**src/rtl/icache_pkg.sv**
```systemverilog
// Shared types and helpers for the I-cache line refill engine.
package icache_pkg;

  typedef enum logic [1:0] {
    IDLE = 2'd0,
    REQ  = 2'd1,
    FILL = 2'd2,
    DONE = 2'd3
  } refill_state_t;

  localparam int ICACHE_WORD_BYTES = 4;

  // Clears the byte-offset bits of an address; line_bytes must be a power of two.
  function automatic logic [63:0] line_align(input logic [63:0] addr, input int unsigned line_bytes);
    return addr & ~(64'(line_bytes) - 64'd1);
  endfunction

endpackage

```
**src/rtl/icache_refill_engine_if.sv**
```systemverilog
// Cache-side and memory-side signal bundle of the refill engine; the engine takes the master view.
interface icache_refill_engine_if #(
  parameter int B      = 64,
  parameter int ADDR_W = 32
);
  localparam int IDX_W = $clog2(B / 4);

  logic              miss_i;
  logic [ADDR_W-1:0] miss_addr_i;
  logic              ic_repl_permit_i;
  logic              mem_req_valid_o;
  logic              mem_req_ready_i;
  logic [ADDR_W-1:0] mem_req_addr_o;
  logic              mem_rsp_valid_i;
  logic [31:0]       mem_rsp_data_i;
  logic              rep_wr_en_o;
  logic [IDX_W-1:0]  rep_word_idx_o;
  logic [31:0]       rep_data_o;
  logic              rep_done_o;
  logic              rep_busy_o;
  logic [31:0]       perf_refills_o;
  logic [31:0]       perf_stall_o;

  modport master (
    input  miss_i, miss_addr_i, ic_repl_permit_i, mem_req_ready_i,
           mem_rsp_valid_i, mem_rsp_data_i,
    output mem_req_valid_o, mem_req_addr_o, rep_wr_en_o, rep_word_idx_o,
           rep_data_o, rep_done_o, rep_busy_o, perf_refills_o, perf_stall_o
  );

  modport slave (
    output miss_i, miss_addr_i, ic_repl_permit_i, mem_req_ready_i,
           mem_rsp_valid_i, mem_rsp_data_i,
    input  mem_req_valid_o, mem_req_addr_o, rep_wr_en_o, rep_word_idx_o,
           rep_data_o, rep_done_o, rep_busy_o, perf_refills_o, perf_stall_o
  );

endinterface

```
**src/rtl/refill_perf_ctr.sv**
```systemverilog
// 32-bit event counter that sticks at all-ones instead of wrapping; clear wins over increment.
module refill_perf_ctr (
  input  logic        clk_i,
  input  logic        reset_i,
  input  logic        i_inc,
  input  logic        i_clr,
  output logic [31:0] o_count
);

  logic [31:0] r_count;

  always_ff @(posedge clk_i or posedge reset_i) begin
    if (reset_i) begin
      r_count <= '0;
    end else if (i_clr) begin
      r_count <= '0;
    end else if (i_inc && (r_count != 32'hFFFF_FFFF)) begin
      r_count <= r_count + 32'd1;
    end
  end

  assign o_count = r_count;

endmodule

```
**src/rtl/icache_refill_engine.sv**
```systemverilog
// I-cache line refill engine: one aligned burst read per permitted miss, words streamed into the line.
// Define ICACHE_REFILL_PERF_EN to build the refill/busy-cycle performance counters.
module icache_refill_engine
  import icache_pkg::*;
#(
  parameter int B      = 64,
  parameter int ADDR_W = 32
) (
  input  logic           clk_i,
  input  logic           reset_i,
  icache_refill_engine_if.master bus
);

  localparam int W     = B / ICACHE_WORD_BYTES;
  localparam int IDX_W = $clog2(W);

  refill_state_t     r_state, w_state_nxt;
  logic [IDX_W-1:0]  r_cnt, w_cnt_nxt;
  logic              r_drain, w_drain_nxt;
  logic [ADDR_W-1:0] r_base, w_base_nxt;

  logic              w_req_valid;
  logic              w_wr_en;
  logic              w_done;
  logic              w_busy;
  logic [ADDR_W-1:0] w_aligned;

  assign w_aligned = ADDR_W'(line_align(64'(bus.miss_addr_i), B));

  always_ff @(posedge clk_i or posedge reset_i) begin
    if (reset_i) begin
      r_state <= IDLE;
      r_cnt   <= '0;
      r_drain <= 1'b0;
      r_base  <= '0;
    end else begin
      r_state <= w_state_nxt;
      r_cnt   <= w_cnt_nxt;
      r_drain <= w_drain_nxt;
      r_base  <= w_base_nxt;
    end
  end

  always_comb begin
    w_state_nxt = r_state;
    w_cnt_nxt   = r_cnt;
    w_drain_nxt = r_drain;
    w_base_nxt  = r_base;
    w_req_valid = 1'b0;
    w_wr_en     = 1'b0;
    w_done      = 1'b0;
    unique case (r_state)
      IDLE: begin
        if (bus.miss_i && bus.ic_repl_permit_i) begin
          w_base_nxt  = w_aligned;
          w_state_nxt = REQ;
        end
      end
      REQ: begin
        // A withdrawn permit (redirect) cancels before the memory ever sees the request.
        if (!bus.ic_repl_permit_i) begin
          w_state_nxt = IDLE;
        end else begin
          w_req_valid = 1'b1;
          if (bus.mem_req_ready_i) begin
            w_cnt_nxt   = '0;
            w_state_nxt = FILL;
          end
        end
      end
      FILL: begin
        // Memory is committed to the whole burst, so a lost permit only stops the writes.
        if (!bus.ic_repl_permit_i) begin
          w_drain_nxt = 1'b1;
        end
        if (bus.mem_rsp_valid_i) begin
          w_wr_en   = bus.ic_repl_permit_i && !r_drain;
          w_cnt_nxt = r_cnt + 1'b1;
          if (r_cnt == IDX_W'(W - 1)) begin
            w_state_nxt = DONE;
          end
        end
      end
      DONE: begin
        w_done      = !r_drain;
        w_drain_nxt = 1'b0;
        w_state_nxt = IDLE;
      end
      default: w_state_nxt = IDLE;
    endcase
  end

  assign w_busy = (r_state != IDLE);

  assign bus.mem_req_valid_o = w_req_valid;
  assign bus.mem_req_addr_o  = r_base;
  assign bus.rep_wr_en_o     = w_wr_en;
  assign bus.rep_word_idx_o  = r_cnt;
  assign bus.rep_data_o      = w_wr_en ? bus.mem_rsp_data_i : 32'd0;
  assign bus.rep_done_o      = w_done;
  assign bus.rep_busy_o      = w_busy;

`ifdef ICACHE_REFILL_PERF_EN
  refill_perf_ctr u_refills_ctr (
    .clk_i   (clk_i),
    .reset_i (reset_i),
    .i_inc   (w_done),
    .i_clr   (1'b0),
    .o_count (bus.perf_refills_o)
  );

  refill_perf_ctr u_stall_ctr (
    .clk_i   (clk_i),
    .reset_i (reset_i),
    .i_inc   (w_busy),
    .i_clr   (1'b0),
    .o_count (bus.perf_stall_o)
  );
`else
  assign bus.perf_refills_o = 32'd0;
  assign bus.perf_stall_o   = 32'd0;
`endif

endmodule

```
**src/flat_wrapper.sv**
```systemverilog
// flat-port wrapper written by rule: the top's interface ports become plain ports
module icache_refill_engine_flat import icache_pkg::*;
#(
  parameter int B      = 64,
  parameter int ADDR_W = 32
)
  (clk_i, reset_i, bus_miss_i, bus_miss_addr_i, bus_ic_repl_permit_i, bus_mem_req_ready_i, bus_mem_rsp_valid_i, bus_mem_rsp_data_i, bus_mem_req_valid_o, bus_mem_req_addr_o, bus_rep_wr_en_o, bus_rep_word_idx_o, bus_rep_data_o, bus_rep_done_o, bus_rep_busy_o, bus_perf_refills_o, bus_perf_stall_o);
  icache_refill_engine_if #(.B(B), .ADDR_W(ADDR_W)) bus_i ();
  input  logic clk_i;
  input  logic reset_i;
  input wire logic [$bits(bus_i.miss_i)-1:0] bus_miss_i;
  input wire logic [$bits(bus_i.miss_addr_i)-1:0] bus_miss_addr_i;
  input wire logic [$bits(bus_i.ic_repl_permit_i)-1:0] bus_ic_repl_permit_i;
  input wire logic [$bits(bus_i.mem_req_ready_i)-1:0] bus_mem_req_ready_i;
  input wire logic [$bits(bus_i.mem_rsp_valid_i)-1:0] bus_mem_rsp_valid_i;
  input wire logic [$bits(bus_i.mem_rsp_data_i)-1:0] bus_mem_rsp_data_i;
  output wire logic [$bits(bus_i.mem_req_valid_o)-1:0] bus_mem_req_valid_o;
  output wire logic [$bits(bus_i.mem_req_addr_o)-1:0] bus_mem_req_addr_o;
  output wire logic [$bits(bus_i.rep_wr_en_o)-1:0] bus_rep_wr_en_o;
  output wire logic [$bits(bus_i.rep_word_idx_o)-1:0] bus_rep_word_idx_o;
  output wire logic [$bits(bus_i.rep_data_o)-1:0] bus_rep_data_o;
  output wire logic [$bits(bus_i.rep_done_o)-1:0] bus_rep_done_o;
  output wire logic [$bits(bus_i.rep_busy_o)-1:0] bus_rep_busy_o;
  output wire logic [$bits(bus_i.perf_refills_o)-1:0] bus_perf_refills_o;
  output wire logic [$bits(bus_i.perf_stall_o)-1:0] bus_perf_stall_o;
  assign bus_i.miss_i = bus_miss_i;
  assign bus_i.miss_addr_i = bus_miss_addr_i;
  assign bus_i.ic_repl_permit_i = bus_ic_repl_permit_i;
  assign bus_i.mem_req_ready_i = bus_mem_req_ready_i;
  assign bus_i.mem_rsp_valid_i = bus_mem_rsp_valid_i;
  assign bus_i.mem_rsp_data_i = bus_mem_rsp_data_i;
  assign bus_mem_req_valid_o = bus_i.mem_req_valid_o;
  assign bus_mem_req_addr_o = bus_i.mem_req_addr_o;
  assign bus_rep_wr_en_o = bus_i.rep_wr_en_o;
  assign bus_rep_word_idx_o = bus_i.rep_word_idx_o;
  assign bus_rep_data_o = bus_i.rep_data_o;
  assign bus_rep_done_o = bus_i.rep_done_o;
  assign bus_rep_busy_o = bus_i.rep_busy_o;
  assign bus_perf_refills_o = bus_i.perf_refills_o;
  assign bus_perf_stall_o = bus_i.perf_stall_o;
  icache_refill_engine #(.B(B), .ADDR_W(ADDR_W)) u_core (.clk_i(clk_i), .reset_i(reset_i), .bus(bus_i));
endmodule
```
**config.mk**
```make
export PLATFORM = sky130hd
export DESIGN_NAME = icache_refill_engine_flat
export DESIGN_NICKNAME = d
export VERILOG_FILES = /design/src/rtl/icache_pkg.sv /design/src/rtl/icache_refill_engine_if.sv /design/src/rtl/refill_perf_ctr.sv /design/src/rtl/icache_refill_engine.sv /design/src/flat_wrapper.sv
export SDC_FILE = /design/constraint.sdc
export NUM_CORES = 1
export LEC_CHECK = 0
export ABC_AREA = 1
export ABC_CLOCK_PERIOD_IN_PS = 1460
export CAP_MARGIN = 20
export CORE_ASPECT_RATIO = 0.9
export CORE_MARGIN = 10
export CORE_UTILIZATION = 31
export DETAILED_ROUTE_END_ITERATION = 10
export PLACE_DENSITY = 0.81
export SLEW_MARGIN = 5
export SYNTH_ARGS = -nofsm -noshare
export SYNTH_HDL_FRONTEND = slang
export SYNTH_SLANG_ARGS = --single-unit
```
**constraint.sdc**
```tcl
create_clock -name clk_i -period 1.46 [get_ports clk_i]
set_input_delay 0.219 -clock clk_i [delete_from_list [all_inputs] [get_ports clk_i]]
set_output_delay 0.219 -clock clk_i [all_outputs]
set_load 0.1 [all_outputs]
```
==> impl_results.rst <==
.. list-table::
   :header-rows: 1

   * - Metric
     - Value
   * - Violated checks
     - negative setup slack
   * - Category of the most critical setup path
     - reg -> out
   * - Final global-route overflow total
     - 0
   * - Share of the yosys chip area belonging to registers
     - 0.3679
   * - Total clock sinks
     - 33
   * - Hold Violations, Final
     - 0
   * - RSZ-0062 raised after global routing
     - true
   * - Setup Viol. Count Final
     - 33
   * - Wire length of the first global-routing pass
     - 12,020 um
   * - Number of ports placed on the die boundary
     - 206
   * - Setup skew after layout
     - 8.269 ps
   * - Cell count of the worst reg-to-reg path
     - 7
   * - Kind of path behind the tightest hold check
     - in -> async
   * - Post-route cell area
     - 4501 um2
   * - Yosys warnings
     - 0
   * - Initial cell density of the core
     - 0.3189
   * - Final Max Tran Viols
     - 0
   * - Main combinational cell family by area after synthesis
     - buffers and inverters
   * - Delay of the slowest critical-path stage
     - 430 ps
   * - Number of port buffers
     - 129
   * - Critical path endpoint category
     - primary output
   * - Die outline area
     - 11,050 um2
   * - Proportion of synthesized flip-flops having asynchronous set or reset
     - 1.000
   * - Crit path launch type
     - register
   * - Worst ir drop on vdd
     - 1.538 mV
   * - DRC violation count after routing
     - 0
   * - CTS buffer count
     - 5
   * - Mapped Cells
     - 318
   * - Complex-gate fraction of the synthesized area
     - 0.06410
   * - Ratio of cells with drive above 1 in the final layout
     - 0.2910
   * - Share of synthesized area spent on multiplexers
     - 0
   * - Worst slack on hold paths
     - 275.2 ps
   * - Area of the core region
     - 7039 um2
   * - Number of max-capacitance violations reported
     - 0
   * - Clk pin slew, worst setup/hold paths
     - 80 ps
   * - Antenna violations before repair
     - 0
   * - Maximum clock frequency
     - 572.6 MHz
   * - Outcome
     - finished with violations
   * - Total length of routed wires
     - 8102 um
   * - RD Place Congestion
     - 0.7931
   * - Total power divided by cell area
     - 2222 nW/um2
   * - Top cell type by total area after synthesis
     - sky130_fd_sc_hd__dfrtp_1
   * - First-pass DRT Iterations
     - 4
   * - Vias per Instance
     - approximately 3.9
   * - Growth of design area from synthesis to finish
     - 100.5%
   * - Data arrival time of the critical path
     - 1530 ps
   * - Antenna Nets Post-Route
     - 0
   * - Final net count
     - 527
   * - P_leak
     - 2.232 nW
   * - Via count of the first global-routing pass
     - 2,227
   * - Fin crit share
     - 1.196
   * - Routed length per instance
     - 14.73 um
   * - Total global routing track utilization
     - 0.1367
   * - Routed via count
     - 2,120
   * - Clock tree root buffer cell
     - sky130_fd_sc_hd__clkbuf_8
   * - Count of standard-cell rows
     - 29
   * - FF+latch count, synth
     - 33
   * - Overall power of the completed layout
     - 0.01000 W
   * - Final worst slack
     - -286.5 ps
   * - Standard cell with the maximum stage delay on the critical path
     - sky130_fd_sc_hd__dfrtp_2
   * - Buffers from clock root to sink, at most
     - 2
   * - Critical-path cell list
     - nor2_4 -> nand4_4 -> buf_12 -> nor2_4 -> buf_12
   * - Die Y
     - 100.7 um
   * - Post-synth top flop
     - sky130_fd_sc_hd__dfrtp_1
   * - Mapped Area
     - 2245 um2
   * - Pin count of the biggest net entering global routing
     - between 50 and 60
   * - Simple-gate area share of the yosys netlist
     - 0.1845
   * - Mean area per synthesized cell
     - 7.059 um2
   * - Insertion delay of the later-clocked pin in the worst-skew pair
     - 280 ps
   * - Count of different cell masters after synthesis
     - 18
   * - # diodes
     - 0
   * - Largest fanout of any net on the critical path
     - 24
   * - Clock period minus worst slack
     - 1746 ps
   * - Req. time, crit path
     - ~1200 ps
   * - Synth Area in XOR/XNOR
     - 0.003902
   * - Summed negative setup slack over all endpoints
     - -8587 ps
   * - Largest cells by area after synthesis
     - sky130_fd_sc_hd__dfrtp_1 (37%), sky130_fd_sc_hd__buf_4 (23%), sky130_fd_sc_hd__inv_1 (11%)
   * - # H-tree levels
     - 2
   * - CTS tree
     - built
   * - Initial drt markers
     - 39
   * - Cell area reported after detailed placement
     - 4388 um2
   * - Share of the synthesized area in the top cell type
     - 0.3679
   * - Final HPWL DP
     - 7174 um
   * - Number of flops mapped to enable cells by yosys
     - 0
   * - Width of the die
     - between 100 and 150 um
   * - Post-synthesis share of cell area spent on full adders, half adders and majority gates
     - 0.005574
==> cells by family (layout without fill, tap and decap cells) <==
group | after synthesis | in the layout
buf+inv | 150 | 220
simple gates | 104 | 104
flops | 33 | 33
compound gates | 28 | 28
fa+ha+maj | 1 | 1
other cells | 1 | 70
xor+xnor | 1 | 1
==> final timing paths <==
| kind | slack (ps) | from | end |
|---|---|---|---|
| max | -290 | u_core.r_state[0] | bus_rep_data_o[12] |
| min | 280 | reset_i | u_core.bus.mem_req_addr_o[27] |
| max reg2reg | 110 | u_core.r_state[0] | u_core.bus.mem_req_addr_o[13] |
| min reg2reg | 560 | u_core.bus.mem_req_addr_o[18] | u_core.bus.mem_req_addr_o[18] |
| max in group asynchronous | 980 | reset_i | u_core.bus.rep_word_idx_o[0] |
| min in group clk_i | 470 | bus_miss_addr_i[6] | u_core.bus.mem_req_addr_o[6] |
==> registers in the layout, indices dropped and copies added, names as in the netlist, named ones only <==
name,count
u_core.bus.rep_word_idx_o,4
u_core.r_state,1
u_core.bus.mem_req_addr_o,26
u_core.r_drain,1
==> per-layer routing <==
layer  track usage  wire [um]
met5             0          0
met4       0.02600         49
met3       0.05754        856
met2        0.2631       4557
met1        0.1320       2638
==> synthesized netlist by cell type, types with 4 or more instances <==
cell type and instances:
sky130_fd_sc_hd__nand3_1 8, sky130_fd_sc_hd__inv_2 4, sky130_fd_sc_hd__buf_2 7, sky130_fd_sc_hd__o21ai_1 26, sky130_fd_sc_hd__buf_4 70, sky130_fd_sc_hd__dfrtp_1 33, sky130_fd_sc_hd__nand2_1 51, sky130_fd_sc_hd__inv_1 68
sky130_fd_sc_hd__nor2_1 42
==> power by group <==
part	switching, W	leakage [nW]	total, W	internal [W]
Clock	0.000353	0.0512	0.000735	0.000382
Sequential	0.000490	0.409	0.00184	0.00135
Combinational	0.00513	1.77	0.00742	0.00230
==> layout by cell type, fill, tap and decap left out <==
master and count:
sky130_fd_sc_hd__conb_1 70, sky130_fd_sc_hd__buf_12 69, sky130_fd_sc_hd__inv_1 66, sky130_fd_sc_hd__clkdlybuf4s50_1 62, sky130_fd_sc_hd__nand2_1 50, sky130_fd_sc_hd__nor2_4 34, sky130_fd_sc_hd__dfrtp_1 29, sky130_fd_sc_hd__o21ai_1 26
sky130_fd_sc_hd__nor2_1 8, sky130_fd_sc_hd__buf_4 8, sky130_fd_sc_hd__nand3_1 7, sky130_fd_sc_hd__clkbuf_8 6, sky130_fd_sc_hd__inv_2 5, sky130_fd_sc_hd__dfrtp_2 4, sky130_fd_sc_hd__nand3_2 1, sky130_fd_sc_hd__nand4_4 1
sky130_fd_sc_hd__inv_4 1, sky130_fd_sc_hd__nor2_2 1, sky130_fd_sc_hd__nand2_2 1, sky130_fd_sc_hd__xnor2_1 1, sky130_fd_sc_hd__nand4_1 1, sky130_fd_sc_hd__o21ai_0 1, sky130_fd_sc_hd__o2bb2ai_1 1, sky130_fd_sc_hd__ha_1 1
sky130_fd_sc_hd__clkinv_2 1, sky130_fd_sc_hd__clkinv_4 1, sky130_fd_sc_hd__dlygate4sd2_1 1
==> timing repair <==
action | 4_1_cts | 5_1_grt
hold buffers | 0 | 0
gates resized for setup | 5 | 1
hold endpoints to repair | 0 | 0
setup endpoints to repair | 35 | 39
pin swaps | 0 | 2
setup buffers | 0 | 1
==> final cells by class <==
| class | instances | area, um2 |
|---|---|---|
| clock buffer | 6 | 82.58 |
| clock inverter | 2 | 13.76 |
| fill | 561 | 2539 |
| inverter | 72 | 272.8 |
| multi-input combinational | 204 | 1114 |
| sequential | 33 | 830.8 |
| tap | 93 | 116.4 |
| timing repair buffer | 140 | 2071 |
==> stage by stage <==
stage | std cells | setup WS (ps) | utilization
finish | 550 | -286.5 | 0.6394
global route | 550 | -344.6 | 0.6394
CTS | 549 | -298.4 | 0.6379
detailed placement | 541 | -216.0 | 0.6234
global placement | 541 | -190.2 | 0.6234
floorplan | 387 | -278.9 | -
==> worst max-delay path, delay by kind of cell (launching register included) <==
| family | cells | cell delay (ps) |
|---|---|---|
| flops | 1 | 430 |
| buf+inv | 2 | 400 |
| simple gates | 3 | 410 |
(Power assumes the default switching activity.)
